### src/rtl/gb_ext_bridge.sv
// Host-bus bridge to NCH external sub-bus windows: registered per-channel
// address/write-data, fixed-latency read return, busy interlock, sticky error.

module gb_ext_ch #(
    parameter int SUB_AW = 8,
    parameter int DW     = 32
) (
    input  logic              gb_clk,
    input  logic              gb_rst_n,
    input  logic              ld_addr,
    input  logic              ld_data,
    input  logic [SUB_AW-1:0] sub,
    input  logic [DW-1:0]     wdata,
    output logic [SUB_AW-1:0] ext_addr,
    output logic [DW-1:0]     ext_wdata,
    output logic              ext_we
);
    always_ff @(posedge gb_clk or negedge gb_rst_n) begin
        if (!gb_rst_n) begin
            ext_addr  <= '0;
            ext_wdata <= '0;
            ext_we    <= 1'b0;
        end else begin
            ext_we <= ld_data;
            if (ld_addr) ext_addr  <= sub;
            if (ld_data) ext_wdata <= wdata;
        end
    end
endmodule

module gb_ext_bridge #(
    parameter int          AW        = 12,
    parameter int          DW        = 32,
    parameter int          NCH       = 4,
    parameter int          SUB_AW    = 8,
    parameter int          BASE      = 0,
    parameter int          RD_LAT    = 1,
    parameter logic [31:0] MISS_DATA = 32'hDEADBEEF
) (
    input  logic                  gb_clk,
    input  logic                  gb_rst_n,
    input  logic [AW-1:0]         gb_addr,
    input  logic [DW-1:0]         gb_dout,
    input  logic                  gb_we,
    input  logic                  gb_re,
    output logic [DW-1:0]         gb_din,
    output logic                  gb_rvalid,
    output logic                  gb_busy,
    output logic                  gb_err,
    input  logic                  gb_err_clr,
    output logic [NCH*SUB_AW-1:0] ext_addr,
    output logic [NCH*DW-1:0]     ext_wdata,
    output logic [NCH-1:0]        ext_we,
    input  logic [NCH*DW-1:0]     ext_rdata
);
    localparam int CW = (NCH > 1) ? $clog2(NCH) : 1;
    localparam logic [DW-1:0] MISS_W = DW'(MISS_DATA);

    typedef enum logic {IDLE, RD_WAIT} state_t;

    state_t                 state;
    logic [2:0]             cnt;
    logic [CW-1:0]          rd_ch;
    logic                   rd_miss;

    logic                   borrow;
    logic [AW-1:0]          off;
    logic [AW-SUB_AW-1:0]   win;
    logic [CW-1:0]          ch;
    logic [SUB_AW-1:0]      sub;
    logic                   hit;
    logic                   accept;
    logic                   wr_acc;
    logic                   rd_acc;
    logic                   proto_err;
    logic [NCH-1:0]         sel;
    logic [NCH-1:0][DW-1:0] rdata_v;

    // Borrow out of the subtraction doubles as the "below BASE" test.
    assign {borrow, off} = {1'b0, gb_addr} - {1'b0, AW'(BASE)};
    assign win     = off[AW-1:SUB_AW];
    assign sub     = off[SUB_AW-1:0];
    assign ch      = CW'(win);
    assign hit     = !borrow && (32'(win) < NCH);
    assign rdata_v = ext_rdata;

    // The completing edge of a read behaves like IDLE, so reads can chain
    // with no bubble.
    assign accept    = (state == IDLE) || (cnt == 3'd0);
    assign wr_acc    = accept && gb_we;
    assign rd_acc    = accept && gb_re && !gb_we;
    assign proto_err = ((gb_we || gb_re) && !accept) || (accept && gb_we && gb_re);

    always_comb begin
        sel = '0;
        for (int i = 0; i < NCH; i++)
            sel[i] = hit && (ch == CW'(i));
    end

    for (genvar i = 0; i < NCH; i++) begin : g_ch
        gb_ext_ch #(.SUB_AW(SUB_AW), .DW(DW)) u_ch (
            .gb_clk    (gb_clk),
            .gb_rst_n  (gb_rst_n),
            .ld_addr   (sel[i] && (wr_acc || rd_acc)),
            .ld_data   (sel[i] && wr_acc),
            .sub       (sub),
            .wdata     (gb_dout),
            .ext_addr  (ext_addr[i*SUB_AW +: SUB_AW]),
            .ext_wdata (ext_wdata[i*DW +: DW]),
            .ext_we    (ext_we[i])
        );
    end

    always_ff @(posedge gb_clk or negedge gb_rst_n) begin
        if (!gb_rst_n) begin
            state     <= IDLE;
            cnt       <= 3'd0;
            rd_ch     <= '0;
            rd_miss   <= 1'b0;
            gb_din    <= '0;
            gb_rvalid <= 1'b0;
            gb_busy   <= 1'b0;
            gb_err    <= 1'b0;
        end else begin
            gb_rvalid <= 1'b0;
            if (proto_err)
                gb_err <= 1'b1;
            else if (gb_err_clr)
                gb_err <= 1'b0;

            if (state == RD_WAIT && cnt != 3'd0) begin
                cnt <= cnt - 3'd1;
            end else begin
                if (state == RD_WAIT) begin
                    gb_din    <= rd_miss ? MISS_W : rdata_v[rd_ch];
                    gb_rvalid <= 1'b1;
                end
                if (rd_acc) begin
                    state   <= RD_WAIT;
                    cnt     <= 3'(RD_LAT);
                    rd_ch   <= ch;
                    rd_miss <= !hit;
                    gb_busy <= 1'b1;
                end else begin
                    state   <= IDLE;
                    gb_busy <= 1'b0;
                end
            end
        end
    end
endmodule

### config.mk
export PLATFORM = sky130hd
export DESIGN_NAME = gb_ext_bridge
export DESIGN_NICKNAME = d
export VERILOG_FILES = /design/src/rtl/gb_ext_bridge.sv
export SDC_FILE = /design/constraint.sdc
export NUM_CORES = 1
export LEC_CHECK = 0
export ABC_AREA = 1
export BUFFER_PORTS_ARGS = -buffer_cell sky130_fd_sc_hd__buf_2
export CAP_MARGIN = 20
export CORE_ASPECT_RATIO = 1.25
export CORE_MARGIN = 2
export CORE_UTILIZATION = 45
export CTS_CLUSTER_SIZE = 16
export DETAILED_ROUTE_END_ITERATION = 8
export GPL_ROUTABILITY_DRIVEN = 0
export GPL_TIMING_DRIVEN = 1
export PLACE_DENSITY = 0.75
export SLEW_MARGIN = 10
export SYNTH_ARGS = -nofsm -noshare
export SYNTH_HDL_FRONTEND = slang
export SYNTH_SLANG_ARGS = --single-unit
### constraint.sdc
create_clock -name gb_clk -period 4.8 [get_ports gb_clk]
set_input_delay 0.72 -clock gb_clk [delete_from_list [all_inputs] [get_ports gb_clk]]
set_output_delay 0.72 -clock gb_clk [all_outputs]
set_load 0.05 [all_outputs]
==> results_dict.tcl, run 1 <==
set metrics [dict create \
    status "finished clean" \
    vias 9362 \
    remaining_drc_errors 0 \
    yosys_warnings 0 \
    wl_per_cell_um 16.67 \
    drive_gt1_share_pct 29.06 \
    tightest_slew_ns 1.020 \
    overflow 0 \
    p_total_uw 10490 \
    whs_ns 0.1233 \
    synth_area_mm2 0.009513 \
    fin_crit_ns 2.532 \
    cts_made_buffers 21 \
    die_area_mm2 0.02233 \
    die_height_um 166.6 \
    synth_top_family_by_area "simple AND/OR/NAND/NOR gates" \
    synth_fa_ha_area_share_pct 0.2631 \
    htreeDepth 1 \
    fp-row-count 59 \
    synth-compound-area-share_pct 0.4472 \
    first_pass_iters 6 \
    critical_path_class "reg -> reg" \
    timing.final.setup_violations 0 \
    port_buffers 375 \
    timing.setup.tns_ns 0 \
    hold_viol 0 \
    grt_first_pass_wirelength_um 48190 \
    crit_chain "inv_1, ha_1, inv_1, o21ai_2, buf_4, nand3_2, nand2_1, nand2_1" \
    cts-root-buf "clkbuf_16" \
    syn_inst 1236 \
    cts_buffer_depth 3 \
    ys_ff_latch 205 \
    postCtsSetupBuffers 0 \
    synth_cell_types 19 \
    rr_endpoint "g_ch[2].u_ch.ext_wdata[20]" \
    routed_wl_um 30970 \
    critPathArrivalTime_ns 2.90 \
    crit_path_max_incr_delay_ns 0.80 \
    worstSkewPairLatency_ns 0.49 \
    hpwl_um 21490 \
    synthMuxAreaShare_pct 0 \
    reg2reg_depth 8 \
    core_area_mm2 0.02082 \
    antenna_left 0 \
    synth_top_cell_area_share_pct 53.93 \
    antenna_found_initial 1 \
    rsz0062_at_grt "false" \
    critical_path_peak_fanout 47 \
    synth-seq-area-share_pct 53.93 \
    multiInputGateArea_mm2 0.003583 \
    cp.required_ns 5.17 \
    fin_worst_skew_ns 0.01037 \
    stdcell_area_mm2 0.01236 \
    fmax_mhz 395.0 \
    synth_nets 1415 \
    hold_path.class "in -> async" \
    viasPerCell 5.039 \
    place_area_mm2 0.01156 \
    startpoint_type "register" \
    first_global_vias 8993 \
    grt_use_total_pct 27.00 \
    finalCritPeriodShare_pct 52.74 \
    syn_avg_cell_area_um2 7.696 \
    yosys-top-cells-area "dfrtp_1, nand2_1, nand3_1" \
    synthXorXnorAreaFrac_pct 0 \
    start_util_pct 45.70 \
    ir_worst_vdd_v 0.0005339 \
    power.density_mw_per_mm2 848.1 \
    cts_tree "built" \
    dr.first_iter.drc_count 528 \
    nNetsFinal 1749 \
    synth-simple-area-share_pct 36.45 \
    cellLeakagePower_uw 0.007403 \
    cts.sinks 205 \
    max_slew_margin_pct 31.81 \
    endpoint_kind "register" \
    drv_slew 0 \
    syn2layout_area_growth_pct 29.98 \
    reg2reg_setup_slack_ns 2.27 \
    seq_area_mm2 0.005131 \
    r2r-start "cnt[0]" \
    crit_slowest_cell "nand3_2" \
    hold_buffers 0 \
    io_pins 376 \
    cts_resized 0 \
    fill_cells 1899 \
    grt_start_max_net_pins 137 \
    path_clk_slew_ns 0.06 \
    yosys.area.top_type "dfrtp_1" \
    cap_violations 0 \
    die_w_um 134.0 \
]
## routing by layer
metal	share of wire [%]	up-vias	routed length, µm	global-route usage (%)
met3	11	78	3256	8.311
met2	48	471	14790	45.77
met4	3.5	0	1096	9.840
met5	0	-	0	0
met1	38	4303	11830	32.41
li1	-	4510	-	-
## cells in the mapped netlist
library cell and number:
inv_1 132, nor2_1 8, nand4_1 35, buf_1 7, inv_2 3, or2_2 23, dfrtp_1 205, buf_2 21
ha_1 2, a21boi_0 1, nand3_1 234, o21ai_1 1, buf_4 4, o211ai_1 1, o21bai_1 1, nand2_1 507
o21ai_0 1, clkbuf_1 48, a21oi_1 2
## cell families (layout without fill, tap and decap cells)
| group | Yosys count | after routing |
|---|---|---|
| other | 0 | 1 |
| flip-flops | 205 | 205 |
| AND/OR/NAND/NOR | 807 | 807 |
| buffers and inverters | 215 | 562 |
| adder cells (fa/ha/maj) | 2 | 2 |
| AO/OA/AOI/OAI | 7 | 7 |
## cells in the final DEF (no fill, tap or decap), types with 3 or more instances in the layout
| cell | instances |
|---|---|
| clkbuf_8 | 10 |
| buf_4 | 12 |
| nand4_1 | 35 |
| nand3_1 | 233 |
| or2_2 | 23 |
| inv_2 | 3 |
| inv_1 | 132 |
| nor2_4 | 5 |
| dfrtp_1 | 204 |
| nand2_1 | 507 |
| clkbuf_16 | 21 |
| buf_2 | 374 |
## where the power goes
group / internal (µW) / switching (µW) / leakage (µW)
Combinational: 1240 / 4490 / 0.00448
Clock: 1050 / 670 / 0.000354
Sequential: 2540 / 492 / 0.00257
Total: 4830 / 5660 / 0.00740
## worst max path at each step
stage | to | start
4_1_cts | g_ch[2].u_ch.ext_wdata[20] | cnt[0]
6_report | g_ch[2].u_ch.ext_wdata[20] | cnt[0]
5_1_grt | g_ch[2].u_ch.ext_wdata[14] | cnt[1]
3_3_place_gp | g_ch[3].u_ch.ext_addr[6] | gb_addr[10]
3_5_place_dp | g_ch[3].u_ch.ext_addr[5] | gb_addr[10]
2_1_floorplan | g_ch[0].u_ch.ext_wdata[10] | gb_addr[10]
## final cells by class
type / count / area share [%]
sequential: 205 / 41.50
multi-input combinational: 816 / 28.98
timing repair buffer: 391 / 16.71
clock buffer: 32 / 5.313
inverter: 135 / 4.098
tap: 274 / 2.773
clock inverter: 4 / 0.6072
antenna: 1 / 0.02024
## sequential cells by signal (all words and copies together) (netlist names)
signal	cells
g_ch.u_ch.ext_addr	32
rd_miss	1
gb_din	32
rd_ch	2
gb_err	1
cnt	3
state	1
g_ch.u_ch.ext_wdata	128
gb_rvalid	1
g_ch.u_ch.ext_we	4
## critical path: cells and delay by family, from the launching register on
kind | cells | cell delay, ns
fa+ha+maj | 1 | 0.20
flops | 1 | 0.37
buf+inv | 3 | 0.57
compound gates | 1 | 0.11
simple gates | 3 | 1.13
## per-stage QoR
stage	worst slack, ns	util, %	std cells
final	2.268	59.39	1858
after global routing	2.017	59.39	1858
after CTS	2.270	59.05	1854
after detailed placement	1.921	55.53	1818
after global placement	2.039	55.53	1818
after floorplan	3.055	-	1236
No activity file was read; power rests on OpenSTA's default activity.
==> run 2: changes to the inputs <==
==> config.mk (replaced) <==
export PLATFORM = sky130hd
export DESIGN_NAME = gb_ext_bridge
export DESIGN_NICKNAME = d
export VERILOG_FILES = /design/src/rtl/gb_ext_bridge.sv
export SDC_FILE = /design/constraint.sdc
export NUM_CORES = 1
export LEC_CHECK = 0
export ABC_AREA = 0
export BUFFER_PORTS_ARGS = -buffer_cell sky130_fd_sc_hd__buf_2
export CAP_MARGIN = 20
export CORE_AREA = 2 2 148 150
export CTS_CLUSTER_SIZE = 16
export DETAILED_ROUTE_END_ITERATION = 8
export DIE_AREA = 0 0 150 152
export GPL_ROUTABILITY_DRIVEN = 0
export GPL_TIMING_DRIVEN = 1
export PLACE_DENSITY = 0.71
export SLEW_MARGIN = 10
export SYNTH_ARGS = -nofsm -noshare
export SYNTH_HDL_FRONTEND = slang
export SYNTH_SLANG_ARGS = --single-unit
==> constraint.sdc (replaced) <==
create_clock -name gb_clk -period 2.6 [get_ports gb_clk]
set_input_delay 0.39 -clock gb_clk [delete_from_list [all_inputs] [get_ports gb_clk]]
set_output_delay 0.39 -clock gb_clk [all_outputs]
set_load 0.05 [all_outputs]
==> run 2 against run 1 <==
Against the previous run:
- worst setup slack worse by 1.7 ns
- hold slack got worse by 0.041 ns
- register-to-register slack got worse by 1.7 ns
- first-iteration DRC count decreased by 59%
- design area decreased by 4.5%
- via count shrank 37%
- synthesized area decreased by 7.0%
- count of clock-buffer cells in the layout down 6
- final cell count decreased by 36%
- sequential share of layout area rose by 2.0 points
- global-route usage decreased by 7.6 points
- critical path type unchanged
- largest power group unchanged
==> results_dict.tcl, run 2 <==
set metrics [dict create \
    status "finished clean" \
    layout_commonest_cell "buf_2" \
    cp-endpoint "gb_din[1]" \
    endpoint_kind "register" \
    synth_edf_count 0 \
    hold_path.class "in -> reg" \
    remaining_drc_errors 0 \
    first_pass_iters 4 \
    synth_cell_types 33 \
    critical_path_class "reg -> reg" \
    worstSkewPairLatency_ns 0.51 \
    cellLeakagePower_uw 0.006135 \
    startpoint "cnt[0]" \
    yosys.area.top_type "dfrtp_1" \
    top_regs "g_ch.u_ch.ext_wdata: 128 flops, g_ch.u_ch.ext_addr: 32 flops, gb_din: 32 flops" \
    viasPerCell 4.973 \
    drv_slew 0 \
    syn2layout_area_growth_pct 33.47 \
    timing.final.setup_violations 0 \
    first_global_vias 6147 \
    wl_per_cell_um 18.85 \
    max_slew_margin_pct 45.33 \
    hold_viol 0 \
    reg2reg_setup_slack_ns 0.59 \
    hpwl_um 16770 \
    critPathArrivalTime_ns 2.39 \
    core_area_mm2 0.02135 \
    worst_slack_ns 0.5915 \
    cts_buffer_depth 3 \
    drive_gt1_share_pct 70.23 \
    syn_inst 512 \
    yosys-top-cells-area "dfrtp_1, mux2_2, mux2_4" \
    synth_common_cells "dfrtp_1, mux2_2, mux2_4, mux4_2, o22a_1" \
    fin_crit_ns 2.009 \
    rr_endpoint "gb_din[1]" \
    ys_ff_latch 205 \
    io_pins 376 \
    overflow 0 \
    htreeDepth 1 \
    synth_area_mm2 0.008846 \
    ys.flop_type "dfrtp_1" \
    die_area_mm2 0.02280 \
    cp.required_ns 2.98 \
    largest_register_ffs 128 \
    largest-register "g_ch.u_ch.ext_wdata" \
    fin_worst_skew_ns 0.01839 \
    grt_use_total_pct 19.45 \
    grt_first_pass_wirelength_um 34510 \
    rsz0062_at_grt "false" \
    dp.cells 1147 \
    nNetsFinal 1071 \
    die_w_um 150 \
    fp-row-count 54 \
    dr.first_iter.drc_count 218 \
    place_area_mm2 0.01100 \
    async_reset_ff_share_pct 100.0 \
    r2r-start "cnt[0]" \
    stdcell_area_mm2 0.01181 \
    power.density_mw_per_mm2 1555 \
    finalCritPeriodShare_pct 77.25 \
    yosys_warnings 0 \
    syn_avg_cell_area_um2 17.28 \
    antenna_found_initial 1 \
    synth_nets 691 \
    pre_cts_ws_ns 0.5826 \
    antenna_left 0 \
    vias 5908 \
    routed_wl_um 22390 \
    startpoint_type "register" \
    cts.sinks 205 \
    grt_start_max_net_pins 68 \
    cts_tree "built" \
    synth-seq-area-share_pct 57.99 \
    timing.setup.tns_ns 0 \
    die_height_um 152 \
    synth_top_cell_area_share_pct 57.99 \
    port_buffers 375 \
    tightest_slew_ns 0.8180 \
    critical_path_peak_fanout 24 \
    fill_cells 1774 \
    start_util_pct 41.43 \
    cts-root-buf "clkbuf_16" \
    cts_made_buffers 22 \
    fmax_mhz 497.9 \
    cts_resized 0 \
    reg2reg_depth 6 \
    cap_violations 0 \
    instances_no_fill 1188 \
    yosysMostFrequentCell "dfrtp_1" \
    mostFrequentLayoutCells "buf_2, dfrtp_1, mux2_2" \
    path_clk_slew_ns 0.06 \
    ir_worst_vdd_v 0.0006513 \
]
==> run 2: stage by stage <==
stage	hold slack, ns	total power, µW	util, %
3_5_place_dp	0.4238	15130	51.53
5_1_grt	0.06229	19190	55.30
4_1_cts	0.05491	18550	55.29
3_3_place_gp	0.4273	14950	51.53
2_1_floorplan	0.09441	12800	-
6_report	0.08277	18360	55.30
==> run 2: cell type report <==
class | instances | area (µm²) | share of cell area (%)
clock buffer | 26 | 595.6 | 5.045
multi-input combinational | 262 | 3410 | 28.88
antenna | 1 | 2.502 | 0.02120
inverter | 10 | 37.54 | 0.3179
sequential | 205 | 5131 | 43.46
timing repair buffer | 391 | 2083 | 17.65
clock inverter | 13 | 196.4 | 1.664
tap | 280 | 350.3 | 2.967
==> run 2: worst min-delay path by stage <==
| stage | from | to | depth (start not counted) |
|---|---|---|---|
| CTS | gb_err_clr | gb_err | 2 |
| floorplan | gb_rst_n | cnt[0] | 0 |
| finish | gb_err_clr | gb_err | 2 |
| global placement | gb_rst_n | g_ch[3].u_ch.ext_wdata[29] | 1 |
| global route | gb_err_clr | gb_err | 2 |
| detailed placement | gb_rst_n | g_ch[3].u_ch.ext_wdata[29] | 1 |
==> run 2: layer usage <==
layer  GRT usage, %  vias to the layer above  wire [µm]
met2          35.31                      268      11630
li1               -                     2683          -
met3          3.453                       36       1513
met5              0                        -          0
met1          23.66                     2921       8709
met4          5.166                        0        533
==> run 2: worst max-delay path, stage by stage, from the launching register on <==
cell and delay, ns:
dfrtp_1 0.36, inv_1 0.11, ha_1 0.24, nand3b_2 0.21, clkinv_1 0.11, nand2_1 0.48, o22a_1 0.37
==> run 2: power by group <==
part / switching [µW] / internal (µW) / leakage [µW]
clock: 1290 / 2050 / 0.000384
sequential: 732 / 4620 / 0.00254
combinational: 6770 / 2900 / 0.00321
total: 8790 / 9570 / 0.00614
==> run 2: timing repair <==
item                                   in CTS  in global routing
hold buffers                                1                  0
buffers inserted                            0                  0
endpoints found under the hold margin      61                  0
==> run 2: kinds of logic (layout without fill, tap and decap cells) <==
logic type      count (synthesis)  count (layout)  synth area share, %
other cells                     0               1                    0
compound gates                 49              49                5.290
buf+inv                        45             440                3.465
flops                         205             205                57.99
mux                           195             195                31.30
simple gates                   16              16                1.669
fa+ha+maj                       2               2               0.2828
